<file path="src/rtl/dbg_pkg.sv">
// Shared opcode, response and size encodings plus the FSM state type for the
// debug memory host.
package dbg_pkg;

    localparam logic [7:0] OP_HALT   = 8'h01;
    localparam logic [7:0] OP_RESUME = 8'h02;
    localparam logic [7:0] OP_WR     = 8'h10;
    localparam logic [7:0] OP_RD     = 8'h20;

    localparam logic [7:0] RSP_ACK = 8'hA5;
    localparam logic [7:0] RSP_ERR = 8'hEE;

    localparam logic [1:0] SZ_B = 2'b00;
    localparam logic [1:0] SZ_H = 2'b01;
    localparam logic [1:0] SZ_W = 2'b10;

    typedef enum logic [2:0] {
        ST_IDLE,
        ST_ADDR,
        ST_WDATA,
        ST_MEM,
        ST_WAIT_RD,
        ST_RESP
    } state_e;

endpackage

</file>
<file path="src/rtl/dbg_resp_ser.sv">
// 1-4 byte LSB-first response serializer driving a valid/ready byte stream.
module dbg_resp_ser (
    input  logic        clk,
    input  logic        rst_n,
    input  logic        load,
    input  logic [31:0] load_data,
    input  logic [2:0]  load_len,
    output logic [7:0]  tx_data,
    output logic        tx_valid,
    input  logic        tx_ready,
    output logic        done
);

    logic [31:0] data_q, data_d;
    logic [2:0]  rem_q, rem_d;
    logic        valid_q, valid_d;

    always_comb begin
        data_d  = data_q;
        rem_d   = rem_q;
        valid_d = valid_q;
        done    = 1'b0;
        if (load && !valid_q) begin
            data_d  = load_data;
            rem_d   = load_len;
            valid_d = 1'b1;
        end else if (valid_q && tx_ready) begin
            if (rem_q == 3'd1) begin
                valid_d = 1'b0;
                rem_d   = 3'd0;
                done    = 1'b1;
            end else begin
                data_d = {8'h00, data_q[31:8]};
                rem_d  = rem_q - 3'd1;
            end
        end
    end

    always_ff @(posedge clk or negedge rst_n) begin
        if (!rst_n) begin
            data_q  <= '0;
            rem_q   <= '0;
            valid_q <= 1'b0;
        end else begin
            data_q  <= data_d;
            rem_q   <= rem_d;
            valid_q <= valid_d;
        end
    end

    assign tx_data  = data_q[7:0];
    assign tx_valid = valid_q;

endmodule

</file>
<file path="src/rtl/dbg_mem_host.sv">
// Debug memory host: byte-stream command decoder driving halt and the debug
// memory port. Define DBG_TIMEOUT_EN to enable the inter-byte operand timeout.
module dbg_mem_host
    import dbg_pkg::*;
#(
    parameter int unsigned RD_LATENCY = 1
`ifdef DBG_TIMEOUT_EN
    ,
    parameter int unsigned TIMEOUT_CYCLES = 1000000
`endif
) (
    input  logic        clk,
    input  logic        rst_n,
    input  logic [7:0]  rx_data,
    input  logic        rx_valid,
    output logic        rx_ready,
    output logic [7:0]  tx_data,
    output logic        tx_valid,
    input  logic        tx_ready,
    output logic        debug,
    output logic        mem_en_dbg,
    output logic        mem_we_dbg,
    output logic [31:0] mem_addr_dbg,
    output logic [31:0] mem_wdata_dbg,
    output logic [1:0]  mem_byte_sel_dbg,
    input  logic [31:0] mem_rdata_dbg,
    output logic        busy
);

    state_e      state_q, state_d;
    logic        debug_q, debug_d;
    logic        is_wr_q, is_wr_d;
    logic [1:0]  size_q, size_d;
    logic [1:0]  cnt_q, cnt_d;
    logic [31:0] addr_q, addr_d;
    logic [31:0] wdata_q, wdata_d;
    logic [31:0] mem_addr_q, mem_addr_d;
    logic [31:0] mem_wdata_q, mem_wdata_d;
    logic [1:0]  mem_sel_q, mem_sel_d;
    logic [31:0] lat_q, lat_d;
    logic        live_q;

    logic        ser_load;
    logic [31:0] ser_data;
    logic [2:0]  ser_len;
    logic        ser_done;
    logic        rx_fire;
    logic        size_ok;

`ifdef DBG_TIMEOUT_EN
    logic [31:0] to_q, to_d;
`endif

    // rx_ready stays low for the first cycle after reset so every output reads 0 in reset.
    assign rx_ready = live_q && (state_q == ST_IDLE || state_q == ST_ADDR || state_q == ST_WDATA);
    assign rx_fire  = rx_valid && rx_ready;
    assign size_ok  = (rx_data[1:0] == SZ_B) || (rx_data[1:0] == SZ_H) || (rx_data[1:0] == SZ_W);

    always_comb begin
        state_d     = state_q;
        debug_d     = debug_q;
        is_wr_d     = is_wr_q;
        size_d      = size_q;
        cnt_d       = cnt_q;
        addr_d      = addr_q;
        wdata_d     = wdata_q;
        mem_addr_d  = mem_addr_q;
        mem_wdata_d = mem_wdata_q;
        mem_sel_d   = mem_sel_q;
        lat_d       = lat_q;
        ser_load    = 1'b0;
        ser_data    = '0;
        ser_len     = 3'd1;
        mem_en_dbg  = 1'b0;
        mem_we_dbg  = 1'b0;
        case (state_q)
            ST_IDLE: begin
                if (rx_fire) begin
                    cnt_d = '0;
                    if (rx_data == OP_HALT || rx_data == OP_RESUME) begin
                        debug_d  = (rx_data == OP_HALT);
                        ser_load = 1'b1;
                        ser_data = {24'h0, RSP_ACK};
                        state_d  = ST_RESP;
                    end else if (size_ok && ({rx_data[7:2], 2'b00} == OP_WR ||
                                             {rx_data[7:2], 2'b00} == OP_RD)) begin
                        is_wr_d = ({rx_data[7:2], 2'b00} == OP_WR);
                        size_d  = rx_data[1:0];
                        state_d = ST_ADDR;
                    end else begin
                        ser_load = 1'b1;
                        ser_data = {24'h0, RSP_ERR};
                        state_d  = ST_RESP;
                    end
                end
            end
            ST_ADDR: begin
                if (rx_fire) begin
                    addr_d = {rx_data, addr_q[31:8]};
                    cnt_d  = cnt_q + 2'd1;
                    if (cnt_q == 2'd3) begin
                        if (is_wr_q) begin
                            state_d = ST_WDATA;
                        end else if (debug_q) begin
                            mem_addr_d = addr_d;
                            mem_sel_d  = size_q;
                            state_d    = ST_MEM;
                        end else begin
                            ser_load = 1'b1;
                            ser_data = {24'h0, RSP_ERR};
                            state_d  = ST_RESP;
                        end
                    end
                end
            end
            ST_WDATA: begin
                if (rx_fire) begin
                    wdata_d = {rx_data, wdata_q[31:8]};
                    cnt_d   = cnt_q + 2'd1;
                    if (cnt_q == 2'd3) begin
                        if (debug_q) begin
                            mem_addr_d  = addr_q;
                            mem_wdata_d = wdata_d;
                            mem_sel_d   = size_q;
                            state_d     = ST_MEM;
                        end else begin
                            ser_load = 1'b1;
                            ser_data = {24'h0, RSP_ERR};
                            state_d  = ST_RESP;
                        end
                    end
                end
            end
            ST_MEM: begin
                mem_en_dbg = 1'b1;
                mem_we_dbg = is_wr_q;
                if (is_wr_q) begin
                    ser_load = 1'b1;
                    ser_data = {24'h0, RSP_ACK};
                    state_d  = ST_RESP;
                end else begin
                    lat_d   = 32'd1;
                    state_d = ST_WAIT_RD;
                end
            end
            ST_WAIT_RD: begin
                if (lat_q >= RD_LATENCY) begin
                    ser_load = 1'b1;
                    ser_data = mem_rdata_dbg;
                    ser_len  = 3'd4;
                    state_d  = ST_RESP;
                end else begin
                    lat_d = lat_q + 32'd1;
                end
            end
            ST_RESP: begin
                if (ser_done) state_d = ST_IDLE;
            end
            default: state_d = ST_IDLE;
        endcase

`ifdef DBG_TIMEOUT_EN
        to_d = '0;
        if ((state_q == ST_ADDR || state_q == ST_WDATA) && !rx_fire) begin
            if (to_q >= TIMEOUT_CYCLES - 32'd1) begin
                cnt_d    = '0;
                ser_load = 1'b1;
                ser_data = {24'h0, RSP_ERR};
                state_d  = ST_RESP;
            end else begin
                to_d = to_q + 32'd1;
            end
        end
`endif
    end

    always_ff @(posedge clk or negedge rst_n) begin
        if (!rst_n) begin
            state_q     <= ST_IDLE;
            debug_q     <= 1'b0;
            is_wr_q     <= 1'b0;
            size_q      <= '0;
            cnt_q       <= '0;
            addr_q      <= '0;
            wdata_q     <= '0;
            mem_addr_q  <= '0;
            mem_wdata_q <= '0;
            mem_sel_q   <= '0;
            lat_q       <= '0;
            live_q      <= 1'b0;
        end else begin
            state_q     <= state_d;
            debug_q     <= debug_d;
            is_wr_q     <= is_wr_d;
            size_q      <= size_d;
            cnt_q       <= cnt_d;
            addr_q      <= addr_d;
            wdata_q     <= wdata_d;
            mem_addr_q  <= mem_addr_d;
            mem_wdata_q <= mem_wdata_d;
            mem_sel_q   <= mem_sel_d;
            lat_q       <= lat_d;
            live_q      <= 1'b1;
        end
    end

`ifdef DBG_TIMEOUT_EN
    always_ff @(posedge clk or negedge rst_n) begin
        if (!rst_n) to_q <= '0;
        else        to_q <= to_d;
    end
`endif

    dbg_resp_ser u_ser (
        .clk       (clk),
        .rst_n     (rst_n),
        .load      (ser_load),
        .load_data (ser_data),
        .load_len  (ser_len),
        .tx_data   (tx_data),
        .tx_valid  (tx_valid),
        .tx_ready  (tx_ready),
        .done      (ser_done)
    );

    assign debug            = debug_q;
    assign mem_addr_dbg     = mem_addr_q;
    assign mem_wdata_dbg    = mem_wdata_q;
    assign mem_byte_sel_dbg = mem_sel_q;
    assign busy             = (state_q != ST_IDLE);

endmodule
</file>
<file path="config.mk">
export PLATFORM = sky130hd
export DESIGN_NAME = dbg_mem_host
export DESIGN_NICKNAME = d
export VERILOG_FILES = /design/src/rtl/dbg_pkg.sv /design/src/rtl/dbg_resp_ser.sv /design/src/rtl/dbg_mem_host.sv
export SDC_FILE = /design/constraint.sdc
export NUM_CORES = 1
export LEC_CHECK = 0
export ABC_AREA = 1
export CORE_ASPECT_RATIO = 1.1
export CORE_MARGIN = 1
export CORE_UTILIZATION = 55
export DETAILED_ROUTE_END_ITERATION = 6
export HOLD_SLACK_MARGIN = 0.03
export PLACE_DENSITY = 0.8
export SLEW_MARGIN = 15
export SYNTH_ARGS = -nofsm -noshare
export SYNTH_HDL_FRONTEND = slang
export SYNTH_SLANG_ARGS = --single-unit
</file>
<file path="constraint.sdc">
create_clock -name clk -period 2.1 [get_ports clk]
set_input_delay 0.42 -clock clk [delete_from_list [all_inputs] [get_ports clk]]
set_output_delay 0.42 -clock clk [all_outputs]
set_load 0.05 [all_outputs]
</file>
==> run metrics <==
crit-path max cell delay=820 ps; Die X=123 µm; endpoints failing setup=0; Worst Path Buf+Inv=1; Slew @ Worst Pin=545 ps; #FFs+latches synth=200; std cell rows=48; DR iter-0 viols=557; # H-tree levels=4; Synth Area in Compound Gates=8.58%; maximum vdd drop=688 µV; largest net degree at the start of global routing=60; Placer Congestion=0.860; clock-pin transition on the worst setup and hold timing paths=70 ps; Die ar.=16600 µm²; Routed Wire Length=19500 µm; critical path's slowest cell=clkdlybuf4s50_1; max-slew violations=0; Rel. slew slack=63.5%; Synth Net Count=1104; CP max FO=2; first-pass GRT wire length=32200 µm; Via Count=7287; TritonCTS buffer count=17; number of port buffers=123; initial core utilization=56.3%; CTS tree=built; ratio of cells with drive above 1 in the final layout=10.9%; worst reg2reg startpoint=state_q[1]$_DFFE_PN0P_; CP delay by family, top=buffers and inverters; HP Start=u_ser.data_q[28]$_DFFE_PN0P_; kind of critical path=reg2out; Synth top area share=56.7%; Ant. Diodes=0; Lkg Pwr=5.64 nW; Post-Synth Adder-Cell Area=0.851%; CORE AREA=15700 µm²; Fmax=0.487 GHz; Max Clock Skew=10.2 ps; Final period util=97.8%; Arr. time, crit path=1630 ps; via count of the first global-routing pass=6900; design area=11200 µm²; Hold Path Sink=u_ser.data_q[28]$_DFFE_PN0P_; pwr/cell area=1370 nW/µm²; Async S/R FF share, synth=100%; worst hold path cell count=2; Primary FF master, synth=dfrtp_1; crit path launch type=flip-flop; Post-CTS Setup Repair Bufs=0; Routed Antenna Nets=0; mux share of post-synthesis cell area=1.40%; mapped cell area=8820 µm²; clk sinks=200; Yosys cell types=35; R2R Path End=u_ser.data_q[7]$_DFFE_PN0P_; cell count after synthesis=1054; drt wl/cell=13.9 µm; Synth area leader=dfrtp_1; number of synthesized flops with an enable pin=0; Syn. warnings=0; io pins=124; Crit. End Element=primary output; main area contributors after synthesis=dfrtp_1 (57%), nand2_1 (15%), nor2_1 (5.1%); initial antenna violation count=0; GR Util All Layers=25.1%; XOR/XNOR Fraction of Synth Area=0%; critical-path cell list=clkdlybuf4s50_1; Final min period=2050 ps; Fin. Hold Viols=0; gr ovfl total=0; post-DP HPWL=13400 µm; Max-cap violations=0; clk buf depth=2; vias per inst=5.18; CTS root buf=clkbuf_16; Worst-Skew Late Latency=440 ps; Synth Area in Simple Gates=24.7%; fin nets=1244; R2R Setup Slk=120 ps; worst hold slack=476 ps; Fill cells=1226; DIE HEIGHT=135 µm; setup TNS=0 ps; outcome=finished clean; Post-Syn Area per Cell=8.37 µm²; area delta synth->final=26.4%; Area after DPL=10500 µm²; min-delay worst type=reg2reg; DRC viols=0; largest family of logic cells by synthesized area=simple AND/OR/NAND/NOR gates; drt first pass iters=5; worst reg2reg path depth=11; Required @ worst endpoint=1680 ps; Seq/Total Area, Yosys=56.7%
-- repair_timing --
| item | CTS | global route |
|---|---|---|
| resized for setup | 1 | 6 |
| endpoints found under the hold margin | 54 | 0 |
| hold buffers | 1 | 0 |
| gates cloned | 0 | 2 |
| setup endpoints to repair | 1 | 33 |
-- layout make-up --
| cell class | instances | area [µm²] | area share [%] |
|---|---|---|---|
| Clock inverter | 14 | 97.6 | 0.875 |
| Tap cell | 200 | 250 | 2.24 |
| Clock buffer | 18 | 439 | 3.94 |
| Multi-Input combinational cell | 702 | 3160 | 28.3 |
| Timing Repair Buffer | 176 | 1830 | 16.4 |
| Sequential cell | 200 | 5000 | 44.9 |
| Inverter | 97 | 369 | 3.31 |
-- worst register-to-register path, delay by kind of cell, from the launching register on --
kind / cells / cell delay (ps)
compound gates: 1 / 180
buf+inv: 2 / 310
flops: 1 / 450
simple gates: 8 / 930
-- power breakdown --
part           switching [mW]  internal [mW]  total (mW)
clock                    1.44           1.55        2.99
combinational            4.27           2.37        6.64
sequential              0.739           4.92        5.66
-- metal layers --
| layer | vias up | global-route usage (%) | share of wire (%) | wire length (µm) |
|---|---|---|---|---|
| li1 | 3583 | - | - | - |
| met5 | - | 0 | 0 | 0 |
| met3 | 30 | 4.77 | 5.1 | 999 |
| met2 | 199 | 41.9 | 50 | 9770 |
| met4 | 0 | 9.01 | 2.3 | 450 |
| met1 | 3475 | 32.4 | 43 | 8310 |
-- sequential cells by signal (all words and copies together), names as in the netlist, 2 cells and up --
name and cells:
mem_addr_dbg 32, wdata_q 24, state_q 3, lat_q 32
u_ser.rem_q 3, u_ser.data_q 32, mem_wdata_dbg 32, size_q 2
mem_byte_sel_dbg 2, cnt_q 2, addr_q 32
-- cells in the final DEF, fill, tap and decap left out, types with 2 or more instances in the layout --
cell             count
clkbuf_16           19
nand3_2              2
inv_4                2
clkinv_2             5
inv_1               86
clkinvlp_4           5
o21ai_0             86
a31oi_1             33
nor2_2               3
buf_4               41
mux2_2              11
nand3_1             42
nand4_1              2
clkdlybuf4s50_1    116
dfrtp_1            200
inv_6                4
nand2_2              8
o21ai_1              2
nor2_4               4
ha_1                 6
nand2_1            359
clkbuf_8             2
a21oi_1             10
nor2_1             119
o211ai_1             2
inv_2                8
nand2_4              2
buf_12              14
-- synth_stat cells (3+ instances only) --
| library cell | number |
|---|---|
| a31oi_1 | 33 |
| a21oi_1 | 10 |
| o21ai_0 | 86 |
| clkbuf_1 | 15 |
| nand2_2 | 6 |
| buf_2 | 20 |
| nand2_1 | 361 |
| nor2_1 | 121 |
| dfrtp_1 | 200 |
| nor2_2 | 3 |
| nand3_1 | 42 |
| inv_2 | 9 |
| ha_1 | 6 |
| buf_4 | 18 |
| mux2_2 | 11 |
| inv_1 | 87 |
-- through the flow --
stage | utilization [%] | setup WS [ps] | total power [mW] | cells
after floorplan | - | 100 | 10.0 | 1054
after global placement | 67.3 | -155 | 12.0 | 1372
after detailed placement | 67.3 | -245 | 12.2 | 1372
after CTS | 70.8 | 16.7 | 15.2 | 1405
after global routing | 71.2 | -2.78 | 16.2 | 1407
final | 71.2 | 46.1 | 15.3 | 1407
-- cell families after synthesis --
logic type / after synthesis
other cells: 1
flops: 200
mux: 11
compound gates: 139
buf+inv: 152
fa+ha+maj: 6
simple gates: 545
-- worst max-delay path by stage --
| stage | start | endpoint | depth (start not counted) |
|---|---|---|---|
| after floorplan | state_q[1]$_DFFE_PN0P_ | u_ser.data_q[2]$_DFFE_PN0P_ | 12 |
| after global placement | rx_data[2] | u_ser.data_q[3]$_DFFE_PN0P_ | 11 |
| after detailed placement | rx_data[2] | u_ser.data_q[3]$_DFFE_PN0P_ | 11 |
| after CTS | mem_wdata_dbg[28]$_DFFE_PN0P_ | mem_wdata_dbg[28] | 1 |
| after global routing | state_q[1]$_DFFE_PN0P_ | busy | 5 |
| final | mem_addr_dbg[15]$_DFFE_PN0P_ | mem_addr_dbg[15] | 1 |
Note: power is estimated with default switching activity, not from simulation.
